--- src/rtl/alu_op_sequencer.sv ---
// Multi-cycle control sequencer for the 32-bit datapath ALU: steps the operand,
// execute and writeback strobes for one opcode, with a stretched EXEC window for MUL/DIV.
module alu_op_sequencer #(
    parameter int MULDIV_CYCLES = 4
) (
    input  logic        clock,
    input  logic        clear_n,
    input  logic        start,
    input  logic [3:0]  op,
    output logic        busy,
    output logic        done,
    output logic        err,
    output logic [11:0] alu_ctrl,
    output logic        a_out,
    output logic        y_in,
    output logic        b_out,
    output logic        z_in,
    output logic        zlow_out,
    output logic        zhigh_out,
    output logic        rz_in,
    output logic        lo_in,
    output logic        hi_in
);

    typedef enum logic [2:0] {
        S_IDLE,
        S_LOAD_A,
        S_EXEC,
        S_WB_LO,
        S_WB_HI,
        S_ERR
    } state_e;

    localparam logic [3:0] OP_MUL   = 4'd2;
    localparam logic [3:0] OP_DIV   = 4'd3;
    localparam logic [3:0] OP_LAST  = 4'd11;
    localparam logic [3:0] CNT_LOAD = 4'(MULDIV_CYCLES - 1);

    state_e     state_q, state_d;
    logic [3:0] op_q, op_d;
    logic [3:0] cnt_q, cnt_d;
    logic       is_muldiv;

    assign is_muldiv = (op_q == OP_MUL) || (op_q == OP_DIV);

    always_ff @(posedge clock) begin
        if (!clear_n) begin
            state_q <= S_IDLE;
            op_q    <= '0;
            cnt_q   <= '0;
        end else begin
            // NOTE: non-blocking so every register samples the pre-edge values together.
            state_q <= state_d;
            op_q    <= op_d;
            cnt_q   <= cnt_d;
        end
    end

    always_comb begin
        // NOTE: hold-by-default assignments first, so no path leaves a latch behind.
        state_d = state_q;
        op_d    = op_q;
        cnt_d   = cnt_q;
        case (state_q)
            S_IDLE: begin
                if (start) begin
                    if (op <= OP_LAST) begin
                        op_d    = op;
                        state_d = S_LOAD_A;
                    end else begin
                        state_d = S_ERR;
                    end
                end
            end
            S_LOAD_A: begin
                state_d = S_EXEC;
                cnt_d   = CNT_LOAD;
            end
            S_EXEC: begin
                if (!is_muldiv || (cnt_q == 4'd0)) begin
                    state_d = S_WB_LO;
                end else begin
                    cnt_d = cnt_q - 4'd1;
                end
            end
            S_WB_LO: state_d = is_muldiv ? S_WB_HI : S_IDLE;
            S_WB_HI: state_d = S_IDLE;
            S_ERR:   state_d = S_IDLE;
            default: state_d = S_IDLE;
        endcase
    end

    // Moore outputs only: nothing here looks at start or op directly.
    always_comb begin
        busy      = (state_q != S_IDLE);
        done      = 1'b0;
        err       = 1'b0;
        alu_ctrl  = '0;
        a_out     = 1'b0;
        y_in      = 1'b0;
        b_out     = 1'b0;
        z_in      = 1'b0;
        zlow_out  = 1'b0;
        zhigh_out = 1'b0;
        rz_in     = 1'b0;
        lo_in     = 1'b0;
        hi_in     = 1'b0;
        case (state_q)
            S_LOAD_A: begin
                a_out = 1'b1;
                y_in  = 1'b1;
            end
            S_EXEC: begin
                b_out    = 1'b1;
                alu_ctrl = 12'd1 << op_q;
                z_in     = !is_muldiv || (cnt_q == 4'd0);
            end
            S_WB_LO: begin
                zlow_out = 1'b1;
                rz_in    = !is_muldiv;
                lo_in    = is_muldiv;
                done     = !is_muldiv;
            end
            S_WB_HI: begin
                zhigh_out = 1'b1;
                hi_in     = 1'b1;
                done      = 1'b1;
            end
            S_ERR:   err = 1'b1;
            default: ;
        endcase
    end

endmodule

--- config.mk ---
export PLATFORM = sky130hd
export DESIGN_NAME = alu_op_sequencer
export DESIGN_NICKNAME = d
export VERILOG_FILES = /design/src/rtl/alu_op_sequencer.sv
export SDC_FILE = /design/constraint.sdc
export NUM_CORES = 1
export LEC_CHECK = 0
export BUFFER_PORTS_ARGS = -buffer_cell sky130_fd_sc_hd__buf_2
export CORE_MARGIN = 4
export CORE_UTILIZATION = 44
export CTS_BUF_LIST = sky130_fd_sc_hd__clkbuf_4
export CTS_CLUSTER_SIZE = 28
export DETAILED_ROUTE_END_ITERATION = 8
export PLACE_DENSITY = 0.84
export SYNTH_ARGS = -nofsm -noshare
export SYNTH_HDL_FRONTEND = slang
export SYNTH_SLANG_ARGS = --single-unit
--- constraint.sdc ---
create_clock -name clock -period 1.5 [get_ports clock]
set_input_delay 0.3 -clock clock [delete_from_list [all_inputs] [get_ports clock]]
set_output_delay 0.3 -clock clock [all_outputs]
set_load 0.05 [all_outputs]
==> results of run 1 <==
through the flow:
| stage | cells | hold slack, ns | worst slack (ns) | util [%] | setup TNS, ns |
|---|---|---|---|---|---|
| 2_1_floorplan | 98 | 0.440 | -0.582 | - | -4.50 |
| 3_5_place_dp | 162 | 0.514 | -0.278 | 77.3 | -2.47 |
| 3_3_place_gp | 162 | 0.489 | -0.215 | 77.3 | -2.05 |
kinds of logic after synthesis:
group                      after synthesis
muxes                                    4
DFF                                     11
adders and majority gates                2
xor gates and xnor gates                 1
and+or+nand+nor                         53
buffers and inverters                   14
AOI/OAI and AO/OA                       13
Yosys cell counts (2+ instances only):
cell type and instances:
buf_4 4, buf_6 2, dfxtp_1 11, ha_1 2, inv_1 7, mux2i_1 4
nand2_1 10, nand2b_1 6, nand3_1 3, nor2_1 15, nor2b_1 2, nor3_1 6
nor3b_1 3, o21ai_0 3, o221a_2 3
==> flow_summary.toml, run 1 <==
[synth]
avgSynthCellArea_um2 = 7.89
syn_inst = 98
synth_top_area_cell = "dfxtp_1"
ys_types = 32
synth_seq_cells = 11
synth_top_family_by_area = "simple AND/OR/NAND/NOR gates"
netlist_area_um2 = 773
synth_edf_count = 0
synth_mux_area_share_pct = 5.18
synthAdderAreaFrac_pct = 3.24
synth.top_cell.area_share_pct = 28.5
synthSimpleGateAreaFrac_pct = 36.6
synthArstFlopShare_pct = 0
mappedNetlistNets = 107
ys_seq_area_share_pct = 28.5
synth.yosys.warnings = 0
synth_xor_area_share_pct = 1.13
synth-compound-area-share_pct = 14.7
synth_area_leaders = "dfxtp_1 (28%), nor2_1 (7.3%), mux2i_1 (5.2%), nand2_1 (4.9%), nand2b_1 (4.9%)"
ys.flop_type = "dfxtp_1"

[placed_design]
place.gp.congestion = 0.809
numPortBuffers = 30
post-dp-hpwl_um = 1940
postPlaceCellArea_um2 = 1220

[floorplanning]
std_cell_rows = 14
initial_core_util_pct = 49.0
ios = 31
die_h_um = 49.9
die_w_um = 49.9

[status]
error_line = "[ERROR DPL-0038] Utilization greater than 100%, impossible to legalize"
status = "aborted with a tool error"
haltStage = "4_1_cts"

[clock_tree]
cts_hold_buf = 0
cts.repair.resized = 75
cts_setup_buffers = 11
ctsHtreeMaxLevel = 1
ctsRootBufferMaster = "clkbuf_4"
cts.sinks = 11
clockBufferDepth = 2
numCtsBuffers = 3
==> run 2: changes to the inputs <==
Settings changed: CORE_AREA from default to 4 4 65 67, CORE_MARGIN 4 to default, CORE_UTILIZATION 44 to default, CTS_BUF_LIST sky130_fd_sc_hd__clkbuf_4 to default, CTS_CLUSTER_SIZE 28 to default, DIE_AREA from default to 0 0 69 71, PLACE_DENSITY 0.84 to default, PLACE_DENSITY_LB_ADDON from default to 0.15.
Clock period 1.5 ns to 2 ns, I/O delays scaled along.
==> run 2 against run 1 <==
The flow now finishes without violations; synthesized cell count unchanged; synthesized area unchanged.
==> flow_summary.toml, run 2 <==
[timing]
tightest_slew_ns = 0.398
rsz0062_at_grt = "yes"
finalMaxSlewViolations = 0
finalCriticalPeriod_ns = 1.96
fin_skew_ns = 0.00159
fin_crit_sh_pct = 98.2
fin_tns_setup_ns = 0
max_freq_ghz = 0.509
finalSetupViolCount = 0
hold_violations = 0
relSlewSlack_pct = 73.4

[synth]
syn_inst = 98
yosysMostFrequentCell = "nor2_1"
avgSynthCellArea_um2 = 7.89
synth_mux_area_share_pct = 5.18
ys.flop_type = "dfxtp_1"
ys_seq_area_share_pct = 28.5
synth.yosys.warnings = 0
synthAdderAreaFrac_pct = 3.24
synthTopCellsByCount = "nor2_1 (15), dfxtp_1 (11), nand2_1 (10), inv_1 (7)"
synth_seq_cells = 11
ys_types = 32
synth.top_cell.area_share_pct = 28.5
synth_edf_count = 0
synthSimpleGateAreaFrac_pct = 36.6
synth_top_area_cell = "dfxtp_1"
synthArstFlopShare_pct = 0
mappedNetlistNets = 107
synth_area_leaders = "dfxtp_1 (28%), nor2_1 (7.3%), mux2i_1 (5.2%), nand2_1 (4.9%), nand2b_1 (4.9%)"
synth_xor_area_share_pct = 1.13
synth_top_family_by_area = "simple AND/OR/NAND/NOR gates"
netlist_area_um2 = 773
synth-compound-area-share_pct = 14.7

[worst_hold_path]
hp-class = "in -> reg"

[clock_tree]
clk_pin_slew_worst_paths_ns = 0.05
cts.sinks = 11
clk-insertion-delay-late_ns = 0.24
clockBufferDepth = 2
ctsHtreeMaxLevel = 1
numCtsBuffers = 3
cts_tree = "done"
ctsRootBufferMaster = "clkbuf_8"

[global_route]
grt_pass1_vias = 801
grt_pass1_wl_um = 3820
globalRouteTotalUtil_pct = 9.37
grt-ovfl-total = 0
grt_max_degree = 17
antenna_found_initial = 0

[worst_setup_path]
cp-start-kind = "register"
path_max_fanout = 4
cp.arrival_ns = 1.56
worst-endpoint-required_ns = 1.60
crit_type = "reg -> out"
endpoint_kind = "output port"
critical-path-top-delay-family = "simple AND/OR/NAND/NOR gates"
cpPeakStageDelay_ns = 0.40
cp_slowest_cell = "or3b_4"
cp.buffers_inverters = 2
cp_cell_sequence = "or3b_4 > clkinvlp_4 > nand2_2 > nor4_4 > buf_6"

[power_and_ir_drop]
irDropWorstVdd_mv = 0.316
p_per_area_nw_per_um2 = 758
p_leak_nw = 0.526

[placed_design]
numPortBuffers = 30
postPlaceCellArea_um2 = 1040
dpl.cell_count = 176
post-dp-hpwl_um = 1680
place.gp.congestion = 0.729

[cells_and_area]
instances_no_fill = 183
layout.cells.most_common = "buf_4"
area_delta_synth_final_pct = 58.7
nets = 145
final_area_um2 = 1230
drive_gt1_share_pct = 50.4
most-common-layout-cells = "buf_4 (17), buf_2 (14), nor2_1 (13)"
top_regs = "cnt_q: 4 flops, op_q: 4 flops, state_q: 3 flops"
n_fill_cell = 410
multi_input_area_um2 = 572
diodes = 0
regArea_um2 = 221

[floorplanning]
die_w_um = 69
die_area_um2 = 4900
core_um2 = 3630
std_cell_rows = 22
ios = 31
initial_core_util_pct = 21.3
die_h_um = 71

[detailed_routing]
drt_iter0_drc = 12
drc = 0
via_per_inst = 4.37
routed_wl_um = 2110
wl_per_cell_um = 11.5
dr.pass1.iters = 2
final_antenna_net_count = 0
vias = 799

[run]
drv_cap = 0

[status]
status = "finished clean"
run 2: cell counts after synthesis:
No cell type changed its count.
run 2: cells by family (layout without fill, tap and decap cells):
logic type      count (synthesis)  after routing
buf+inv                        14             51
flops                          11             11
xor+xnor                        1              1
fa+ha+maj                       2              2
simple gates                   53             53
compound gates                 13             13
mux                             4              4
run 2: metal layers:
| metal | up-vias | GRT usage [%] | wire length [µm] |
|---|---|---|---|
| met3 | 0 | 2.56 | 157 |
| met4 | 0 | 3.25 | 0 |
| met1 | 362 | 12.6 | 1000 |
| met2 | 27 | 14.4 | 948 |
| li1 | 410 | - | - |
| met5 | - | 0 | 0 |
run 2: layout make-up:
type / count / share of cell area, %
sequential: 11 / 18.0
inverter: 7 / 2.45
tap: 48 / 4.89
clock buffer: 4 / 3.67
multi-input combinational: 73 / 46.6
timing repair buffer: 40 / 24.4
run 2: where the power goes:
part	leakage (nW)	switching, mW	internal [mW]
Clock	0.0228	0.0864	0.140
Sequential	0.0903	0.0232	0.244
Combinational	0.413	0.272	0.165
Total	0.526	0.381	0.549
run 2: metrics by stage:
step | power, mW | utilization [%] | hold WS, ns | setup slack, ns
3_5_place_dp | 0.657 | 28.7 | 0.500 | 0.0600
5_1_grt | 0.998 | 33.8 | 0.414 | -0.0377
3_3_place_gp | 0.653 | 28.7 | 0.489 | 0.0701
4_1_cts | 0.914 | 32.0 | 0.403 | -0.0367
2_1_floorplan | 0.577 | - | 0.471 | -0.331
6_report | 0.931 | 33.8 | 0.407 | 0.0362
run 2: timing repair:
action                                  4_1_cts  5_1_grt
buffers inserted                              3        0
hold buffers                                  0        0
endpoints found under the setup margin       15       16
gates resized for setup                      18       22
pin swaps                                     1        3
run 2: final timing paths:
| kind | startpoint | end | slack [ns] | cells after the start |
|---|---|---|---|---|
| min reg2reg | cnt_q[0] | cnt_q[0] | 0.51 | 1 |
| max reg2reg | op_q[3] | cnt_q[0] | 0.51 | 3 |
| max | state_q[0] | alu_ctrl[8] | 0.04 | 5 |
| min | op[0] | op_q[0] | 0.41 | 3 |
run 2: tightest hold or removal path, stage by stage:
cell and delay, ns:
buf_2 0.10, nand2_1 0.04, mux2i_1 0.05
No activity file was read; power rests on OpenSTA's default activity.
==> run 3: changes to the inputs <==
Settings changed: CTS_BUF_LIST from default to sky130_fd_sc_hd__clkbuf_2 sky130_fd_sc_hd__clkbuf_4 sky130_fd_sc_hd__clkbuf_8, SETUP_SLACK_MARGIN from default to 0.5.
==> run 3 against run 2 <==
Core utilization grew 13 points; sequential share of layout area shrank 4.4 points; critical path depth is the same; via count grew 14%.
==> flow_summary.toml, run 3 (synthesized netlist as in run 2, its figures left out) <==
[status]
status = "finished clean"

[timing]
max_freq_ghz = 0.513
finalMaxSlewViolations = 0
fin_skew_ns = 0.000970
tightest_slew_ns = 0.409
setup_slack_ns = 0.0524
rsz0062_at_grt = "yes"
finalSetupViolCount = 0
hold_violations = 0
finalCriticalPeriod_ns = 1.95
fin_crit_sh_pct = 97.4
relSlewSlack_pct = 72.7

[detailed_routing]
dr.pass1.iters = 4
drt_iter0_drc = 12
wl_per_cell_um = 12.6
final_antenna_net_count = 0
vias = 912
via_per_inst = 4.49
drc = 0
routed_wl_um = 2550

[clock_tree]
clockBufferDepth = 2
clk_pin_slew_worst_paths_ns = 0.05
cts_hold_buf = 0
cts_tree = "done"
numCtsBuffers = 3
clk-insertion-delay-late_ns = 0.23
cts.sinks = 11
ctsHtreeMaxLevel = 1
ctsRootBufferMaster = "clkbuf_8"

[power_and_ir_drop]
p_per_area_nw_per_um2 = 689
p_leak_nw = 0.693
irDropWorstVdd_mv = 0.332
p_total_mw = 1.18

[placed_design]
dp_slack_ns = 0.0739
place.gp.congestion = 0.728
post-dp-hpwl_um = 1740
numPortBuffers = 30

[cells_and_area]
drive_gt1_share_pct = 71.6
most-common-layout-cells = "buf_6 (24), buf_4 (21), nor2_4 (10)"
area_delta_synth_final_pct = 121
top_regs = "cnt_q: 4 flops, op_q: 4 flops, state_q: 3 flops"
nets = 165
diodes = 0
layout.cells.most_common = "buf_6"

[worst_setup_path]
crit_type = "reg -> out"
critical-path-top-delay-family = "simple AND/OR/NAND/NOR gates"
path_max_fanout = 3
cp.buffers_inverters = 2
cp.arrival_ns = 1.55
worst-endpoint-required_ns = 1.60
cp-start-kind = "register"
endpoint_kind = "output port"
cpPeakStageDelay_ns = 0.41
cp_slowest_cell = "or3b_4"
cp_cell_sequence = "or3b_4 > clkinvlp_4 > nand3_4 > nor3_4 > buf_6"

[global_route]
globalRouteTotalUtil_pct = 9.49
antenna_found_initial = 0
grt_pass1_vias = 847
grt_pass1_wl_um = 3830
grt-ovfl-total = 0
grt_max_degree = 17

[floorplanning]
std_cell_rows = 22
die_area_um2 = 4900
die_w_um = 69
core_um2 = 3630
initial_core_util_pct = 21.3
ios = 31
die_h_um = 71

[worst_hold_path]
hp-class = "in -> reg"

[run]
drv_cap = 0
## run 3: cell count changes in the layout (fill, tap and decap cells not counted), moves of 5 or more
cell     before  now
buf_6         9   24
nor2_1       13    2
buf_8         0    9
nor2_4        1   10
buf_2        14    6
dfxtp_1      10    5
## run 3: power breakdown
part,internal (mW),switching [mW]
clock,0.154,0.0830
sequential,0.246,0.0275
combinational,0.316,0.350
total,0.716,0.461
## run 3: routing by layer
metal	track usage, %	wire [µm]	part of all wire, %	up-vias
met2	17.2	1400	55	18
met1	11.1	1010	40	437
li1	-	-	-	455
met5	0	0	0	-
met4	3.25	16	0.63	0
met3	1.99	118	4.6	2
## run 3: final timing paths
| kind | startpoint | end | slack (ns) | cells past startpoint |
|---|---|---|---|---|
| worst min-delay path | op[1] | op_q[1] | 0.40 | 3 |
| worst min register to register | cnt_q[0] | cnt_q[0] | 0.52 | 1 |
| worst max register to register | state_q[0] | op_q[0] | 0.33 | 6 |
| worst max-delay path | state_q[0] | alu_ctrl[9] | 0.05 | 5 |
## run 3: cell type report
| class | instances | area, µm² |
|---|---|---|
| fillers | 350 | 1930 |
| multi-input cells | 73 | 738 |
| repair buffers | 60 | 593 |
| flip-flops and latches | 11 | 233 |
| well taps | 48 | 60.1 |
| clock buffers | 4 | 48.8 |
| inverters | 7 | 33.8 |
## run 3: what timing repair did
action | 4_1_cts | 5_1_grt
endpoints found under the setup margin | 28 | 30
resized for setup | 66 | 32
buffers inserted | 8 | 13
gates cloned | 0 | 0
pin swaps | 9 | 7
## run 3: metrics by stage
step | hold slack, ns | std cells | TNS [ns] | area, µm² | util, %
after floorplan | 0.471 | 98 | -0.325 | 932 | -
after global placement | 0.491 | 178 | 0 | 1140 | 31.4
after detailed placement | 0.500 | 178 | 0 | 1140 | 31.4
after CTS | 0.404 | 190 | 0 | 1460 | 40.3
after global routing | 0.423 | 203 | -0.0166 | 1710 | 47.0
final | 0.403 | 203 | 0 | 1710 | 47.0
## run 3: tightest hold or removal path, cell delays in order
cell	delay, ns
buf_2	0.09
nand2_1	0.05
mux2i_1	0.05
